<file path="config.mk">
export PLATFORM = sky130hd
export DESIGN_NAME = sys1_input_ctrl
export DESIGN_NICKNAME = d
export VERILOG_FILES = /design/src/rtl/sys1_input_ctrl.sv
export SDC_FILE = /design/constraint.sdc
export NUM_CORES = 1
export LEC_CHECK = 0
export BUFFER_PORTS_ARGS = -buffer_cell sky130_fd_sc_hd__buf_4
export CELL_PAD_IN_SITES_DETAIL_PLACEMENT = 1
export CELL_PAD_IN_SITES_GLOBAL_PLACEMENT = 1
export CORE_MARGIN = 2
export CORE_UTILIZATION = 30
export DETAILED_ROUTE_END_ITERATION = 10
export MAX_ROUTING_LAYER = met4
export PLACE_DENSITY_LB_ADDON = 0.1
export REMOVE_ABC_BUFFERS = 1
export SLEW_MARGIN = 20
export SYNTH_ARGS = -nofsm -noshare
export SYNTH_HDL_FRONTEND = slang
export SYNTH_SLANG_ARGS = --single-unit
</file>
<file path="constraint.sdc">
create_clock -name clk_sys -period 4 [get_ports clk_sys]
set_clock_uncertainty 0.1 [all_clocks]
set_input_delay 0.2 -clock clk_sys [delete_from_list [all_inputs] [get_ports clk_sys]]
set_output_delay 0.2 -clock clk_sys [all_outputs]
set_load 0.05 [all_outputs]
</file>
<file path="src/rtl/sys1_input_ctrl.sv">
// Keyboard/joystick to active-low cabinet ports, with a frame-timed coin pulse FSM.
// Joystick changes reach the ports in 1 cycle, keyboard events in 2; no backpressure.
module sys1_input_ctrl #(
  parameter int COIN_FRAMES = 3,
  parameter int GAP_FRAMES  = 3
) (
  input  logic        clk_sys,
  input  logic        reset_n,
  input  logic [10:0] ps2_key,
  input  logic [15:0] joy1,
  input  logic [15:0] joy2,
  input  logic        cabinet,
  input  logic        vblank,
  output logic [7:0]  inp0,
  output logic [7:0]  inp1,
  output logic [7:0]  inp2,
  output logic        coin_busy
);

  typedef enum logic [1:0] {IDLE, PULSE, GAP, REARM} state_t;

  localparam logic [3:0] COIN_TGT = 4'(COIN_FRAMES);
  localparam logic [3:0] GAP_TGT  = 4'(GAP_FRAMES);

  state_t     state;
  logic [3:0] cnt;
  logic       coin_n;
  logic [6:0] sys_q;
  logic       toggle_q, vblank_q, raw_q;

  logic k_up, k_down, k_left, k_right, k_trig1, k_trig2;
  logic k_f1, k_f2, k_start1, k_start2, k_coin1, k_coin2;
  logic k_up2, k_down2, k_left2, k_right2, k_trig1_2, k_trig2_2;

  logic key_evt, vb_rise, coin_rise, raw_coin;
  logic up2, down2, left2, right2, trig1_2, trig2_2;
  logic up1, down1, left1, right1, trig1_1, trig2_1;
  logic start1, start2;
  logic unused_ok;

  assign key_evt   = ps2_key[10] ^ toggle_q;
  assign vb_rise   = vblank & ~vblank_q;
  assign coin_rise = raw_coin & ~raw_q;

  assign up2     = k_up2     | joy2[3];
  assign down2   = k_down2   | joy2[2];
  assign left2   = k_left2   | joy2[1];
  assign right2  = k_right2  | joy2[0];
  assign trig1_2 = k_trig1_2 | joy2[4];
  assign trig2_2 = k_trig2_2 | joy2[5];

  // Upright cabinets share one control panel, so P2 inputs also drive P1.
  assign up1     = k_up    | joy1[3] | (~cabinet & up2);
  assign down1   = k_down  | joy1[2] | (~cabinet & down2);
  assign left1   = k_left  | joy1[1] | (~cabinet & left2);
  assign right1  = k_right | joy1[0] | (~cabinet & right2);
  assign trig1_1 = k_trig1 | joy1[4] | (~cabinet & trig1_2);
  assign trig2_1 = k_trig2 | joy1[5] | (~cabinet & trig2_2);

  assign start1   = k_f1 | k_start1 | joy1[6] | joy2[6];
  assign start2   = k_f2 | k_start2 | joy1[7] | joy2[7];
  assign raw_coin = k_f1 | k_f2 | k_coin1 | k_coin2 | joy1[8] | joy2[8];

  assign unused_ok = ^{joy1[15:9], joy2[15:9]};

  // Edge-detect history keeps tracking through reset so release creates no false edges.
  always_ff @(posedge clk_sys) begin
    toggle_q <= ps2_key[10];
    vblank_q <= vblank;
    raw_q    <= raw_coin;
  end

  always_ff @(posedge clk_sys) begin
    if (!reset_n) begin
      {k_up, k_down, k_left, k_right, k_trig1, k_trig2}         <= '0;
      {k_f1, k_f2, k_start1, k_start2, k_coin1, k_coin2}        <= '0;
      {k_up2, k_down2, k_left2, k_right2, k_trig1_2, k_trig2_2} <= '0;
    end else if (key_evt) begin
      case ({ps2_key[8], ps2_key[7:0]})
        9'h075, 9'h175: k_up    <= ps2_key[9];
        9'h072, 9'h172: k_down  <= ps2_key[9];
        9'h06B, 9'h16B: k_left  <= ps2_key[9];
        9'h074, 9'h174: k_right <= ps2_key[9];
        9'h029: k_trig1   <= ps2_key[9];
        9'h014: k_trig2   <= ps2_key[9];
        9'h005: k_f1      <= ps2_key[9];
        9'h006: k_f2      <= ps2_key[9];
        9'h016: k_start1  <= ps2_key[9];
        9'h01E: k_start2  <= ps2_key[9];
        9'h02E: k_coin1   <= ps2_key[9];
        9'h036: k_coin2   <= ps2_key[9];
        9'h02D: k_up2     <= ps2_key[9];
        9'h02B: k_down2   <= ps2_key[9];
        9'h023: k_left2   <= ps2_key[9];
        9'h034: k_right2  <= ps2_key[9];
        9'h01C: k_trig1_2 <= ps2_key[9];
        9'h01B: k_trig2_2 <= ps2_key[9];
        default: ;
      endcase
    end
  end

  always_ff @(posedge clk_sys) begin
    if (!reset_n) begin
      inp0  <= 8'hFF;
      inp1  <= 8'hFF;
      sys_q <= 7'h7F;
    end else begin
      inp0  <= ~{left1, right1, up1, down1, 1'b0, trig2_1, trig1_1, 1'b0};
      inp1  <= ~{left2, right2, up2, down2, 1'b0, trig2_2, trig1_2, 1'b0};
      sys_q <= ~{2'b00, start2, start1, 3'b000};
    end
  end

  assign inp2 = {sys_q, coin_n};

  // coin_n and coin_busy are updated with the state so they line up with it exactly.
  always_ff @(posedge clk_sys) begin
    if (!reset_n) begin
      state     <= IDLE;
      cnt       <= 4'd0;
      coin_n    <= 1'b1;
      coin_busy <= 1'b0;
    end else begin
      case (state)
        IDLE: if (coin_rise) begin
          state     <= PULSE;
          cnt       <= 4'd0;
          coin_n    <= 1'b0;
          coin_busy <= 1'b1;
        end
        PULSE: if (vb_rise) begin
          if (cnt + 4'd1 == COIN_TGT) begin
            state  <= GAP;
            cnt    <= 4'd0;
            coin_n <= 1'b1;
          end else begin
            cnt <= cnt + 4'd1;
          end
        end
        GAP: if (vb_rise) begin
          if (cnt + 4'd1 == GAP_TGT) begin
            state <= REARM;
            cnt   <= 4'd0;
          end else begin
            cnt <= cnt + 4'd1;
          end
        end
        REARM: if (!raw_coin) begin
          state     <= IDLE;
          cnt       <= 4'd0;
          coin_busy <= 1'b0;
        end
        default: begin
          state     <= IDLE;
          cnt       <= 4'd0;
          coin_n    <= 1'b1;
          coin_busy <= 1'b0;
        end
      endcase
    end
  end

endmodule

</file>
==> results of run 1 <==
==> metal layers <==
metal | GRT usage | wire [um] | vias to the layer above
met5 | - | 0 | -
met4 | 0.0375 | 38 | 0
met1 | 0.184 | 2430 | 829
li1 | - | - | 907
met3 | 0.0289 | 236 | 5
met2 | 0.234 | 2250 | 49
==> through the flow <==
stage / util / instances / area (um2)
floorplan: - / 212 / 1920
finish: 0.411 / 363 / 2640
detailed placement: 0.369 / 337 / 2370
CTS: 0.411 / 363 / 2640
global placement: 0.369 / 337 / 2370
global route: 0.411 / 363 / 2640
==> flip-flops by register name, indices dropped and copies added (netlist names), 2 cells and up <==
signal and flops:
inp1 6, inp0 6, cnt 4, state 2, sys_q 2
==> worst max-delay path: stages <==
cell	delay, ns
dlygate4sd3_1	0.53
buf_4	0.14
xor2_1	0.29
or4b_4	0.57
nor4_4	0.20
mux2i_1	0.23
nor2_1	0.05
==> power by group through the flow <==
stage          logic, W  registers (W)  clock network, W
2_1_floorplan  0.000156       0.000535                 0
3_3_place_gp   0.000307       0.000484                 0
3_5_place_dp   0.000308       0.000485                 0
4_1_cts        0.000327       0.000475          0.000292
5_1_grt        0.000356       0.000479          0.000308
6_report       0.000323       0.000474          0.000274
==> layout make-up <==
cell class                 instances  area share
inverter                           5     0.00712
sequential                        43       0.326
clock buffer                       6      0.0275
timing repair buffer              66       0.205
tap                               77      0.0365
clock inverter                     2     0.00474
multi-input combinational        164       0.393
==> final timing paths <==
| kind | startpoint | end | slack (ns) | cells past startpoint |
|---|---|---|---|---|
| worst min-delay path | joy2[8] | raw_q$_DFF_P_ | 0.03 | 3 |
| worst max-delay path | ps2_key[10] | k_left2$_SDFFE_PN0P_ | 1.88 | 7 |
| worst max register to register | k_coin1$_SDFFE_PN0P_ | state[0]$_SDFFE_PN0P_ | 1.96 | 5 |
| worst min register to register | k_down$_SDFFE_PN0P_ | inp0[4]$_SDFF_PN1_ | 0.35 | 1 |
==> cells in the mapped netlist (all sizes together) (2+ instances only) <==
cell type,number
mux2i,12
nand4b,5
o31ai,7
nor2b,4
nor3b,4
nand3,10
nor3,2
clkbuf,9
a21oi,9
buf,12
nor4,4
inv,5
nor2,25
nand4,4
nand3b,2
nand2,22
o21ai,15
nor4b,2
ha,6
dfxtp,43
o41ai,3
nand2b,2
==> cells by family after synthesis <==
logic type | Yosys count
buffers and inverters | 26
AND/OR/NAND/NOR | 92
adder cells (fa/ha/maj) | 6
multiplexers | 13
XOR/XNOR | 1
AO/OA/AOI/OAI | 43
other | 1
flip-flops | 43
==> repair_timing <==
action | in CTS | in global routing
buffers inserted | 0 | 0
hold endpoints to repair | 16 | 0
hold buffers | 18 | 0
==> impl_metrics.csv, run 1 <==
group,metric,value,unit
status,status,"finished with violations",
status,failed_checks,"design-rule violations",
floorplanning,rows,29,
global_routing,grt_pass1_wl,8.25,mm
global_routing,grt-ovfl-total,0,
cells_and_area,seq_area,861,um2
synthesis,synth_area_leaders,"dfxtp_1, mux2i_1, nor2_1",
cells_and_area,fin_nets,338,
synthesis,synthCells,225,
synthesis,ys_warn_count,0,
synthesis,synth_xor_area_frac,0.00437,
floorplanning,initial_utilization,0.312,
cells_and_area,diodes,0,
sta,hold_viol_final,0,
global_routing,grt_max_degree,34,
power_and_ir_drop,leakage,1.06,nW
floorplanning,dieWidth,85.7,um
sta,final.setup.tns,0,ns
synthesis,synth_top_family_by_area,"simple AND/OR/NAND/NOR gates",
sta,slew_headroom,0.568,
clock_tree,cts_tree,"built",
sta,fin_crit,2.12,ns
power_and_ir_drop,p_int,0.000703,W
cells_and_area,drive_above_1_share,0.206,
detailed_routing,detail_route.wl_per_cell,13.6,um
clock_tree,cts_resized,0,
synthesis,yosysSeqAreaShare,0.429,
clock_tree,cts-htree-levels,2,
synthesis,ys_async_sr_fraction,0,
sta,grt_setup_unrepaired,"no",
floorplanning,die_y,85.7,um
power_and_ir_drop,power.total,0.00107,W
synthesis,synth-edff-count,0,
cells_and_area,layout_commonest_cell,"buf_4",
detailed_routing,drt_pass1_iterations,9,
floorplanning,pin_count,72,
placed_design,gp_congestion,0.756,
global_routing,grt_usage,0.144,
synthesis,ys_ff_latch,43,
detailed_routing,drt.antenna.violating_nets,0,
sta,drv_slew,0,
floorplanning,die-area,0.00735,mm2
sta,min_period_over_period,0.530,
power_and_ir_drop,p_switching,0.000369,W
cells_and_area,multiInputGateArea,0.00104,mm2
placed_design,pre_cts_ws,1.99,ns
clock_tree,clock_tree.buffer_depth,2,
clock_tree,cts_made_buffers,5,
clock_tree,cts_root_buffer,"clkbuf_8",
critical_path,worstSetupStartpointType,"input port",
global_routing,grt_antenna_before_repair,0,
synthesis,yosys.area_share.simple,0.255,
power_and_ir_drop,p_clk_frac,0.256,
synthesis,synth_fa_ha_area_frac,0.0375,
synthesis,synth_ff_type,"dfxtp_1",
power_and_ir_drop,swShare,0.344,
critical_path,cp.arrival,2.20,ns
synthesis,synth.area.mux_share,0.0655,
global_routing,grt_pass1_vias,1769,
sta,setup_viol,0,
clock_tree,clkLatencyLatePin,0.29,ns
critical_path,required,4.08,ns
detailed_routing,vias,1790,
power_and_ir_drop,peakVddDrop,0.280,mV
cells_and_area,areaGrowthSynthToFinish,31.6,%
clock_tree,clk_pin_slew,0.09,ns
critical_path,critical_path.endpoint_type,"register",
power_and_ir_drop,p_comb_frac,0.302,
synthesis,synth_compound_area_frac,0.137,
placed_design,placement.io_buffers,48,
synthesis,ys_types,44,
job,maxCapViolCount,0,
critical_path,cp_max_fo,5,
synthesis,post-synth-top-area-cell,"dfxtp_1",
clock_tree,clock-sinks,43,
detailed_routing,drc,6,
power_and_ir_drop,p_seq_frac,0.443,
synthesis,syn-cell-area,0.00200,mm2
sta,fmax,471,MHz
sta,whs,0.0350,ns
floorplanning,core-area,0.00642,mm2
hold_path,worstHoldPathType,"in -> reg",
detailed_routing,avgViaCountPerCell,4.93,
sta,worstMarginPinSlew,0.646,ns
power_and_ir_drop,powerDensity,406,mW/mm2
critical_path,critPathKind,"in -> reg",
detailed_routing,first_iter_violations,55,
detailed_routing,wl,4.95,mm
placed_design,dpl.hpwl,3.52,mm
cells_and_area,layout_common_cells,"buf_4, dfxtp_1, nor2_1, nand2_1, dlygate4sd3_1",
synthesis,netlist.area_leader.share,0.429,
sta,worst_slack,1.88,ns
cells_and_area,fillCellCount,751,
synthesis,syn_avg_cell_area,8.91,um2
(Power assumes the default switching activity.)
==> run 2: changes to the inputs <==
--- a/config.mk
+++ b/config.mk
@@ -5,6 +5,7 @@
 export SDC_FILE = /design/constraint.sdc
 export NUM_CORES = 1
 export LEC_CHECK = 0
+export ABC_AREA = 1
 export BUFFER_PORTS_ARGS = -buffer_cell sky130_fd_sc_hd__buf_4
 export CELL_PAD_IN_SITES_DETAIL_PLACEMENT = 1
 export CELL_PAD_IN_SITES_GLOBAL_PLACEMENT = 1
==> constraint.sdc (replaced) <==
create_clock -name clk_sys -period 1.82 [get_ports clk_sys]
set_clock_uncertainty 0.1 [all_clocks]
set_input_delay 0.091 -clock clk_sys [delete_from_list [all_inputs] [get_ports clk_sys]]
set_output_delay 0.091 -clock clk_sys [all_outputs]
set_load 0.05 [all_outputs]
==> run 2 against run 1 <==
The run now ends clean; synthesized area up 3.1%; critical path depth unchanged; sequential power up 140%; core utilization up 0.22 points; combinational power rose to 2.9 times the previous value; sequential share of layout area down 1.5 points; final cell count up 20%; clock-buffer cell count unchanged.
==> impl_metrics.csv, run 2 <==
group,metric,value,unit
sta,whs,0.0391,ns
sta,setup_viol,0,
critical_path,critical_path.endpoint_type,"register",
sta,final.setup.tns,0,ns
clock_tree,clock-sinks,43,
detailed_routing,avgViaCountPerCell,4.62,
critical_path,r2r_start,"state[0]$_SDFFE_PN0P_",
synthesis,synth_ff_type,"dfxtp_1",
floorplanning,core-area,0.00672,mm2
detailed_routing,wl,5.45,mm
synthesis,ys_warn_count,0,
global_routing,grt_max_degree,34,
synthesis,ys_ff_latch,43,
hold_path,worstHoldPathType,"in -> reg",
power_and_ir_drop,power.total,0.00266,W
detailed_routing,vias,2005,
global_routing,grt-ovfl-total,0,
synthesis,post-synth-top-area-cell,"dfxtp_1",
global_routing,grt_pass1_wl,9.27,mm
global_routing,grt_usage,0.159,
detailed_routing,drc,0,
detailed_routing,first_iter_violations,61,
critical_path,cp.arrival,1.79,ns
power_and_ir_drop,leakage,1.23,nW
synthesis,synth.most_common_cell,"nor2_1",
detailed_routing,detail_route.wl_per_cell,12.6,um
clock_tree,clock_tree.buffer_depth,2,
synthesis,syn-cell-area,0.00207,mm2
power_and_ir_drop,powerDensity,959,mW/mm2
placed_design,dpl.hpwl,4.00,mm
cells_and_area,drive_above_1_share,0.192,
critical_path,startpoint,"state[0]$_SDFFE_PN0P_",
clock_tree,cts_made_buffers,5,
placed_design,placement.io_buffers,48,
power_and_ir_drop,peakVddDrop,0.290,mV
sta,grt_setup_unrepaired,"no",
sta,fin_crit,1.70,ns
detailed_routing,drt.antenna.violating_nets,0,
clock_tree,cts-htree-levels,2,
synthesis,netlist.area_leader.share,0.416,
cells_and_area,layout_common_cells,"buf_4, nor2_1, nand2_1, dfxtp_1, inv_1",
sta,drv_slew,0,
sta,hold_viol_final,0,
sta,min_period_over_period,0.936,
global_routing,grt_antenna_before_repair,0,
floorplanning,die-area,0.00757,mm2
critical_path,regToRegEndpoint,"cnt[2]$_SDFFE_PN0P_",
floorplanning,initial_utilization,0.308,
cells_and_area,final_util,0.413,
critical_path,cp_max_fo,4,
critical_path,critPathKind,"reg -> reg",
cells_and_area,layout_commonest_cell,"buf_4",
synthesis,ys_types,28,
floorplanning,rows,30,
cells_and_area,diodes,0,
synthesis,yosysSeqAreaShare,0.416,
clock_tree,cts_tree,"built",
critical_path,endpoint,"cnt[2]$_SDFFE_PN0P_",
clock_tree,cts_root_buffer,"clkbuf_8",
synthesis,ys_top_cells_by_count,"nor2_1, dfxtp_1, nand2_1",
critical_path,reg2regPathDepth,7,
synthesis,synth-edff-count,0,
critical_path,rrSetupSlack,0.12,ns
floorplanning,dieWidth,87.0,um
clock_tree,clk_pin_slew,0.08,ns
synthesis,syn_avg_cell_area,7.30,um2
cells_and_area,areaGrowthSynthToFinish,34.2,%
floorplanning,pin_count,72,
floorplanning,die_y,87.0,um
critical_path,required,1.90,ns
synthesis,synth_area_leaders,"dfxtp_1, nor2_1, nand2_1",
cells_and_area,top_regs,"inp0 (6), inp1 (6), cnt (4)",
critical_path,worstSetupStartpointType,"register",
cells_and_area,fin_nets,407,
placed_design,gp_congestion,0.808,
sta,fmax,587,MHz
clock_tree,clkLatencyLatePin,0.28,ns
global_routing,grt_pass1_vias,1996,
detailed_routing,drt_pass1_iterations,4,
synthesis,ys_async_sr_fraction,0,
status,status,"finished, final reports clean",
job,maxCapViolCount,0,
synthesis,synthCells,283,
[run 2: cell count changes after synthesis, sizes merged, moves of 3 or more]
cell	before	now
nor2b	4	0
nor2	25	50
nor4	4	1
o21ai	15	21
inv	5	34
nor3b	4	0
a21oi	9	23
mux2i	12	0
clkbuf	9	4
nand4b	5	0
nand2	22	43
nand3	10	18
nor3	2	7
[run 2: per-stage QoR]
| stage | setup WS (ns) | instances | area [um2] |
|---|---|---|---|
| finish | 0.116 | 434 | 2770 |
| global route | 0.00339 | 434 | 2770 |
| CTS | 0.116 | 434 | 2770 |
| detailed placement | 0.135 | 405 | 2460 |
| global placement | 0.153 | 405 | 2460 |
| floorplan | 0.349 | 276 | 2000 |
[run 2: worst max-delay path: stages, from the launching register on]
cell      delay [ns]
dfxtp_1         0.39
inv_1           0.09
ha_1            0.34
inv_1           0.14
nor2_1          0.08
nand3b_1        0.22
o21ai_0         0.19
nor2_1          0.05
[run 2: layout make-up]
class / instances / area (um2)
multi-input cells: 199 / 1010
well taps: 80 / 100
inverters: 34 / 128
repair buffers: 71 / 588
flip-flops and latches: 43 / 863
clock inverters: 1 / 5.00
clock buffers: 6 / 82.6
fillers: 857 / 3950
[run 2: cell families after synthesis]
kind of cell	after synthesis	share of synthesized area
AO/OA/AOI/OAI	55	0.146
XOR/XNOR	2	0.0121
adder cells (fa/ha/maj)	6	0.0363
buffers and inverters	49	0.111
flip-flops	43	0.416
other	1	0.00181
AND/OR/NAND/NOR	127	0.277
[run 2: what timing repair did]
item / 4_1_cts / 5_1_grt
setup buffers: 0 / 0
hold buffers: 22 / 0
endpoints found under the hold margin: 17 / 0
gates resized for setup: 0 / 2
setup endpoints to repair: 0 / 2
[run 2: metal layers]
layer	up-vias	share of wire	wire (um)	GRT usage
li1	1046	-	-	-
met1	909	0.50	2730	0.210
met2	48	0.45	2430	0.251
met3	2	0.046	253	0.0256
met4	0	0.0053	29	0.0469
met5	-	0	0	-
[run 2: report_power, final]
part	switching (W)	internal, W	leakage, nW
clock network	0.000309	0.000298	0.0470
registers	0.0000759	0.00104	0.354
logic	0.000605	0.000330	0.828
[run 2: how the worst min path moves through the flow]
stage                      from             endpoint  slack (ns)  depth (start not counted)
finish               ps2_key[7]  k_left$_SDFFE_PN0P_        0.04                          4
global route         ps2_key[7]  k_left$_SDFFE_PN0P_        0.05                          4
CTS                  ps2_key[7]  k_left$_SDFFE_PN0P_        0.02                          4
detailed placement       vblank     vblank_q$_DFF_P_        0.11                          1
global placement         vblank     vblank_q$_DFF_P_        0.10                          1
floorplan           ps2_key[10]     toggle_q$_DFF_P_        0.02                          0
